File: src/rtl/leaf_stream_packetizer.sv
// Packetizes a 32-bit operator stream into 49-bit BFT packets toward one destination leaf.
// The destination is set by config packets. Flow control uses credits returned by the BFT.
module leaf_stream_packetizer #(
  parameter int INIT_CREDITS = 8,
  parameter int FIFO_DEPTH   = 4
) (
  input  logic        clk,
  input  logic        reset_n,
  input  logic        ap_start,
  input  logic [48:0] din_leaf_bft2interface,
  input  logic        resend,
  input  logic [31:0] s_tdata,
  input  logic        s_tvalid,
  output logic        s_tready,
  output logic [48:0] dout_leaf_interface2bft,
  output logic        configured,
  output logic [3:0]  credits
);
  localparam int AW = $clog2(FIFO_DEPTH);
  localparam logic [3:0]  CRED_MAX = 4'(INIT_CREDITS);
  localparam logic [AW:0] FULL_CNT = (AW+1)'(FIFO_DEPTH);

  typedef enum logic [1:0] {UNCONF, WAIT_START, RUN} state_t;
  typedef struct packed {
    logic       vld;
    logic [4:0] leaf;
    logic [2:0] port;
    logic [7:0] seq;
    logic [31:0] data;
  } pkt_t;

  state_t      state, state_nxt;
  pkt_t        din_p, dout_q, dout_nxt, last_pkt;
  logic [4:0]  dst_leaf;
  logic [2:0]  dst_port;
  logic [7:0]  seq;
  logic [3:0]  cred_nxt;
  logic [31:0] mem [FIFO_DEPTH];
  logic [AW:0] wr_ptr, rd_ptr, fifo_cnt;
  logic        fifo_full, fifo_empty, push, send, is_cfg, is_cred;

  assign din_p   = din_leaf_bft2interface;
  assign is_cfg  = din_p.vld && (din_p.port == 3'd0);
  assign is_cred = din_p.vld && (din_p.port == 3'd1);

  logic unused_din;
  assign unused_din = ^{din_p.leaf, din_p.seq, din_p.data[31:8]};

  // Ready comes from the registered count only; a same-cycle pop never frees a slot early.
  assign fifo_cnt   = wr_ptr - rd_ptr;
  assign fifo_full  = (fifo_cnt == FULL_CNT);
  assign fifo_empty = (wr_ptr == rd_ptr);
  assign s_tready   = reset_n && !fifo_full;
  assign push       = s_tvalid && s_tready;

  assign dout_leaf_interface2bft = dout_q;
  assign configured              = (state != UNCONF);

  always_comb begin
    state_nxt = state;
    send      = 1'b0;
    dout_nxt  = '0;
    case (state)
      UNCONF:     if (is_cfg)   state_nxt = WAIT_START;
      WAIT_START: if (ap_start) state_nxt = RUN;
      RUN:        send = !fifo_empty && (credits != 4'd0) && !resend;
      default:    state_nxt = UNCONF;
    endcase
    if (send)        dout_nxt = {1'b1, dst_leaf, dst_port, seq, mem[rd_ptr[AW-1:0]]};
    else if (resend) dout_nxt = last_pkt;
  end

  // A return in the same cycle as a send cancels out.
  always_comb begin
    cred_nxt = credits;
    if (is_cred && !send)      cred_nxt = (credits >= CRED_MAX) ? CRED_MAX : credits + 4'd1;
    else if (send && !is_cred) cred_nxt = credits - 4'd1;
  end

  always_ff @(posedge clk or negedge reset_n) begin
    if (!reset_n) begin
      state    <= UNCONF;
      dout_q   <= '0;
      last_pkt <= '0;
      dst_leaf <= '0;
      dst_port <= '0;
      seq      <= '0;
      credits  <= CRED_MAX;
      wr_ptr   <= '0;
      rd_ptr   <= '0;
    end else begin
      state   <= state_nxt;
      dout_q  <= dout_nxt;
      credits <= cred_nxt;
      if (is_cfg) begin
        dst_leaf <= din_p.data[7:3];
        dst_port <= din_p.data[2:0];
      end
      if (send) begin
        last_pkt <= dout_nxt;
        seq      <= seq + 8'd1;
        rd_ptr   <= rd_ptr + 1'b1;
      end
      if (push) wr_ptr <= wr_ptr + 1'b1;
    end
  end

  always_ff @(posedge clk) begin
    if (push) mem[wr_ptr[AW-1:0]] <= s_tdata;
  end
endmodule

File: config.mk
export PLATFORM = sky130hd
export DESIGN_NAME = leaf_stream_packetizer
export DESIGN_NICKNAME = d
export VERILOG_FILES = /design/src/rtl/leaf_stream_packetizer.sv
export SDC_FILE = /design/constraint.sdc
export NUM_CORES = 1
export LEC_CHECK = 0
export ABC_AREA = 0
export ABC_CLOCK_PERIOD_IN_PS = 7200
export CORE_MARGIN = 2
export CORE_UTILIZATION = 55
export CTS_CLUSTER_SIZE = 12
export DETAILED_ROUTE_END_ITERATION = 10
export PLACE_DENSITY = 0.81
export RECOVER_POWER = 25
export SYNTH_ARGS = -nofsm -noshare
export SYNTH_HDL_FRONTEND = slang
export SYNTH_SLANG_ARGS = --single-unit
File: constraint.sdc
create_clock -name clk -period 7.2 [get_ports clk]
set_clock_uncertainty 0.1 [all_clocks]
set_input_delay 0.72 -clock clk [delete_from_list [all_inputs] [get_ports clk]]
set_output_delay 0.72 -clock clk [all_outputs]
set_load 0.03 [all_outputs]
# After elaboration in Yosys (flattened, before gate mapping)
# Memory sizes are Yosys's and may differ from the RTL's.
# Cells that the tools add are included.
[totals]
reg_bits = 126
ramBits = 128
output_inout_bits = 55
n_memories = 1
[classes]
n_bitwise = 1
eq_ne = 7
reduce_logical = 19
n_mux = 11
add_sub_neg = 6
order_cmp = 1
[mem_list]
columns = ["name", "words", "word_bits", "rd", "rd_ports_with_merged_regs", "write_ports", "line", "source"]
rows = [
  ["mem", 4, 32, 1, 0, 1, "38", "logic [31:0] mem [FIFO_DEPTH];"],
]
[op_table]
columns = ["cell", "n"]
rows = [
  ["49-bit 2-to-1 mux", 2],
  ["4-bit 2-to-1 mux", 3],
  ["8-bit by 1-bit adder with 8-bit output, second input constant", 1],
  ["1-bit logical AND", 8],
  ["3-bit by 1-bit adder with 3-bit output, second input constant", 2],
  ["2-bit one-hot mux with 3 select lines", 1],
  ["1-bit zero test", 5],
  ["4-bit by 1-bit adder with 4-bit output, second input constant", 1],
  ["4-bit greater-or-equal comparator, second input constant", 1],
  ["2-bit 2-to-1 mux", 2],
  ["2-bit inequality test, second input constant", 2],
  ["2-bit nonzero test", 2],
  ["4-bit nonzero test", 1],
  ["4-bit by 1-bit subtractor with 4-bit output, second input constant", 1],
  ["3-bit by 1-bit == test with 1-bit output, second input constant", 1],
  ["3-bit == test", 1],
  ["3-bit == test, second input constant", 1],
  ["3-bit zero test", 1],
  ["1-bit 2-to-1 mux", 3],
  ["3-bit AND reduction", 1],
  ["3-bit subtractor", 1],
  ["2-bit by 1-bit == test with 1-bit output, second input constant", 1],
  ["2-bit == test, second input constant", 1],
  ["2-bit zero test", 1],
  ["1-bit inverter", 1],
]

# Depth between registers and ports, before layout
[logic_depth]
depth_word = 8
mapped_depth = 10
mapped_depth_nobuf = 6

# Worst setup path after synthesis
# Ideal clock, no wire load.
[synth_timing]
path_kind = "flip-flop to flip-flop"
startpoint = "reg rd_ptr[1]"
endpoint = "mem mem[3][0], enable pin"
n_path_buf = 2
synth_period_minus_slack_ns = 3.646
path_slack_ns = 3.554
arrival_ns = 3.111
stages_incl_launch_ff = 7
cell_sequence = "dfrtp_1 clkbuf_1 clkbuf_1 inv_1 ha_1 and2_0 a21oi_1"
[synth_via]
elab_chain_cells = 7
[synth_rtl]
columns = ["item", "line", "source"]
rows = [
  ["start, declared", "39", "logic [AW:0] wr_ptr, rd_ptr, fifo_cnt;"],
  ["start signal, assigned", "102", "rd_ptr <= rd_ptr + 1'b1;"],
  ["3-bit subtractor", "50", "assign fifo_cnt = wr_ptr - rd_ptr;"],
  ["3-bit == test", "51", "assign fifo_full = (fifo_cnt == FULL_CNT);"],
  ["1-bit zero test", "53", "assign s_tready = reset_n && !fifo_full;"],
  ["1-bit logical AND", "53", ""],
  ["1-bit logical AND", "54", "assign push = s_tvalid && s_tready;"],
  ["1-bit 2-to-1 mux", "109", "if (push) mem[wr_ptr[AW-1:0]] <= s_tdata;"],
  ["1-bit 2-to-1 mux (not written as such)", "109", ""],
  ["end, declared", "38", ""],
]
# Every way passes these cells.

# Worst setup path in the final report
[layout_timing]
startpoint = "reg rd_ptr[1]"
endpoint = "out s_tready"
[layout_via]
elab_chain_cells = 4
[layout_rtl]
columns = ["item", "line", "source"]
rows = [
  ["3-bit subtractor", "50", ""],
  ["3-bit == test", "51", ""],
  ["1-bit zero test", "53", ""],
  ["1-bit logical AND", "53", ""],
  ["end, declared", "14", "output logic s_tready,"],
]
# Every way passes these cells.

==> results.py <==
metrics = {
    "floorplanning": {
        "ioPinCount": 141,
        "std_cell_rows": 48,
        "start_util_pct": 55.7,
        "die_y_um": 136,
        "dieArea_mm2": 0.0185,
        "core_mm2": 0.0172,
        "die_w_um": 136,
    },
    "synthesis": {
        "synthArstFlopShare_pct": 49.6,
        "syn_avg_cell_area_um2": 16.4,
        "synth_cell_types": 39,
        "ys_seq_area_share_pct": 73.1,
        "synth_flop_cell": "edfxtp_1",
        "ys_warn_count": 0,
        "syn_area_mm2": 0.00957,
        "netlist_instances": 583,
        "ys_ff_latch": 254,
        "synth_edf_count": 128,
        "syn_nets": 679,
    },
    "routing": {
        "wl_met1_um": 7210,
        "drt_iter0_markers": 193,
        "vias": 5193,
        "wl_met2_um": 9060,
        "highest_layer": "met5",
        "routed_via_density": 5.51,
        "met3RoutedLength_um": 911,
        "route.detailed.drc": 0,
        "dr.pass1.iters": 6,
        "postRouteAntennaNets": 0,
        "totalWireLength_um": 17500,
        "wl_per_cell_um": 18.6,
    },
    "setup_path": {
        "required_ns": 6.38,
        "slowest_stage": "dfrtp_2",
        "critPathBufInv": 2,
        "cp_max_fo": 34,
        "critical_path.cell_chain": "inv_1 -> ha_1 -> and2_0 -> a21boi_0 -> clkdlybuf4s50_1",
        "worstSetupPathType": "flop to primary output",
        "rr_startpoint": "rd_ptr[1]$_DFFE_PN0P_",
        "path_delay_family": "flip-flops",
        "start_kind": "flop",
        "critPathMaxStageDelay_ns": 0.94,
        "crit_start": "rd_ptr[1]$_DFFE_PN0P_",
        "cp-end-kind": "primary output",
        "crit_arrival_ns": 3.25,
    },
    "clocking": {
        "clock_latency_ns": 0.52,
        "cts_hold_buf": 0,
        "cts_sinks": 254,
        "clock_tree.root_cell": "clkbuf_16",
        "cts_resized": 0,
        "cts_tree": "built",
        "postCtsSetupRepairBufs": 0,
        "cts_max_level": 1,
        "path_clk_slew_ns": 0.06,
        "cts_buffers": 26,
        "clock_path_buffers": 3,
    },
    "sta": {
        "layout_worst_path_cycle_share_pct": 56.5,
        "hold_violations": 0,
        "min_period_ns": 4.07,
        "hold_ws_ns": 0.0836,
        "tightest_slew_ns": 1.12,
        "rsz0062_at_grt": "false",
        "fmax_mhz": 246,
        "finalMaxSlewViolations": 0,
        "finalSetupViolations": 0,
        "slew_headroom_pct": 24.9,
        "setup_ws_ns": 3.13,
        "setup_tns_ns": 0,
    },
    "power_and_ir_drop": {
        "swShare_pct": 31.5,
        "intPower_mw": 3.43,
        "p_clk_share_pct": 25.9,
        "seq_power_share_pct": 42.9,
        "switching_power_mw": 1.58,
        "ir_worst_vdd_uv": 297,
        "p_comb_share_pct": 31.2,
        "p_per_area_mw_per_mm2": 429,
        "p_leak_nw": 4.98,
    },
    "layout": {
        "stdcell_count": 943,
        "multiInputGateArea_mm2": 0.00246,
        "fin_nets": 792,
        "seq_area_mm2": 0.00700,
        "drive_gt1_share_pct": 13.4,
        "synthToLayoutAreaGrowth_pct": 22.0,
        "fillers": 1148,
    },
    "global_routing": {
        "grt_max_degree": 68,
        "grt-ovfl-total": 0,
        "grt_pass1_vias": 5519,
        "grt_usage_pct": 19.7,
        "grt_pass1_wl_um": 28100,
        "antenna_found_initial": 3,
    },
    "place": {
        "hpwl_um": 10400,
        "preCtsSetupSlack_ns": 3.43,
        "dp.cells": 893,
        "place_congestion": 0.763,
        "port_buffers": 103,
    },
    "run_status": {
        "status": "completed",
    },
    "worst_hold_path": {
        "hold_class": "input pin to asynchronous set/reset pin",
    },
    "run": {
        "maxCapViolations": 0,
    },
}
sequential cells by signal, summed over array words and instances, names as in the netlist:
| register | flops |
|---|---|
| credits | 4 |
| seq | 8 |
| last_pkt | 49 |
| mem | 128 |
| state | 2 |
| dout_leaf_interface2bft | 49 |
| dst_port | 3 |
| dst_leaf | 5 |
| rd_ptr | 3 |
| wr_ptr | 3 |
through the flow:
| stage | utilization [%] | instance area (um2) | power [mW] |
|---|---|---|---|
| detailed placement | 63.1 | 10800 | 3.76 |
| global route | 68.0 | 11700 | 5.27 |
| global placement | 63.1 | 10800 | 3.69 |
| floorplan | - | 9570 | 3.19 |
| finish | 68.0 | 11700 | 5.01 |
| CTS | 68.0 | 11700 | 5.07 |
cell type report:
type | count | share of cell area (%)
Antenna cell | 2 | 0.0429
Clock buffer | 45 | 6.44
Clock inverter | 3 | 0.654
Inverter | 7 | 0.225
Multi-Input combinational cell | 297 | 21.0
Sequential cell | 254 | 59.9
Tap cell | 225 | 2.41
Timing Repair Buffer | 110 | 9.25
cells in the final DEF (no fill, tap or decap), drive strengths merged, types with 3 or more instances in the layout:
cell,synthesis,routed
and2,36,36
ha,10,10
clkbuf,14,45
edfxtp,128,128
dlygate4sd3,0,22
buf,11,9
mux2,11,11
nor2,3,3
inv,7,7
nand4,5,5
nand2,90,90
xnor2,13,13
dfrtp,125,125
a21oi,3,3
mux4,32,32
a21o,65,65
clkdlybuf4s50,0,79
a221o,3,3
power by group through the flow:
stage                     clock [mW]  combinational [mW]  sequential, mW
after floorplan                    0               0.844            2.35
after global placement             0                1.54            2.15
after detailed placement           0                1.58            2.18
after CTS                       1.32                1.59            2.15
after global routing            1.38                1.70            2.19
final                           1.30                1.56            2.15
cells by family after synthesis:
kind of cell | share of synthesized area [%]
mux | 8.93
xor+xnor | 1.37
compound gates | 6.33
simple gates | 7.57
fa+ha+maj | 1.31
flops | 73.1
buf+inv | 1.36
synthesized netlist by cell type, types with 5 or more instances:
cell	number	area [um2]
nand4_1	5	31.3
buf_2	8	40.0
edfxtp_1	128	3840
nand2_1	90	338
and2_1	35	219
a21o_1	65	488
clkbuf_1	14	52.6
inv_1	7	26.3
mux4_2	32	721
xnor2_1	13	114
dfrtp_1	125	3130
mux2_2	11	124
ha_1	10	125
per-layer routing:
layer | GRT usage [%] | vias up
met3 | 3.91 | 31
met1 | 25.1 | 2667
met4 | 4.75 | 2
li1 | - | 2355
met5 | 0 | -
met2 | 35.1 | 138
path summary, 6_finish.rpt:
kind	endpoint	slack, ns	depth (start not counted)
max	s_tready	3.13	5
min	dout_leaf_interface2bft[3]$_DFF_PN0_	0.08	1
max in group asynchronous	last_pkt[28]$_DFFE_PN0P_	5.65	2
min reg2reg	dout_leaf_interface2bft[44]$_DFF_PN0_	0.37	2
min in group clk	dout_leaf_interface2bft[44]$_DFF_PN0_	0.37	2
max reg2reg	credits[0]$_DFFE_PN0P_	3.47	7
No activity file was read; power rests on OpenSTA's default activity.
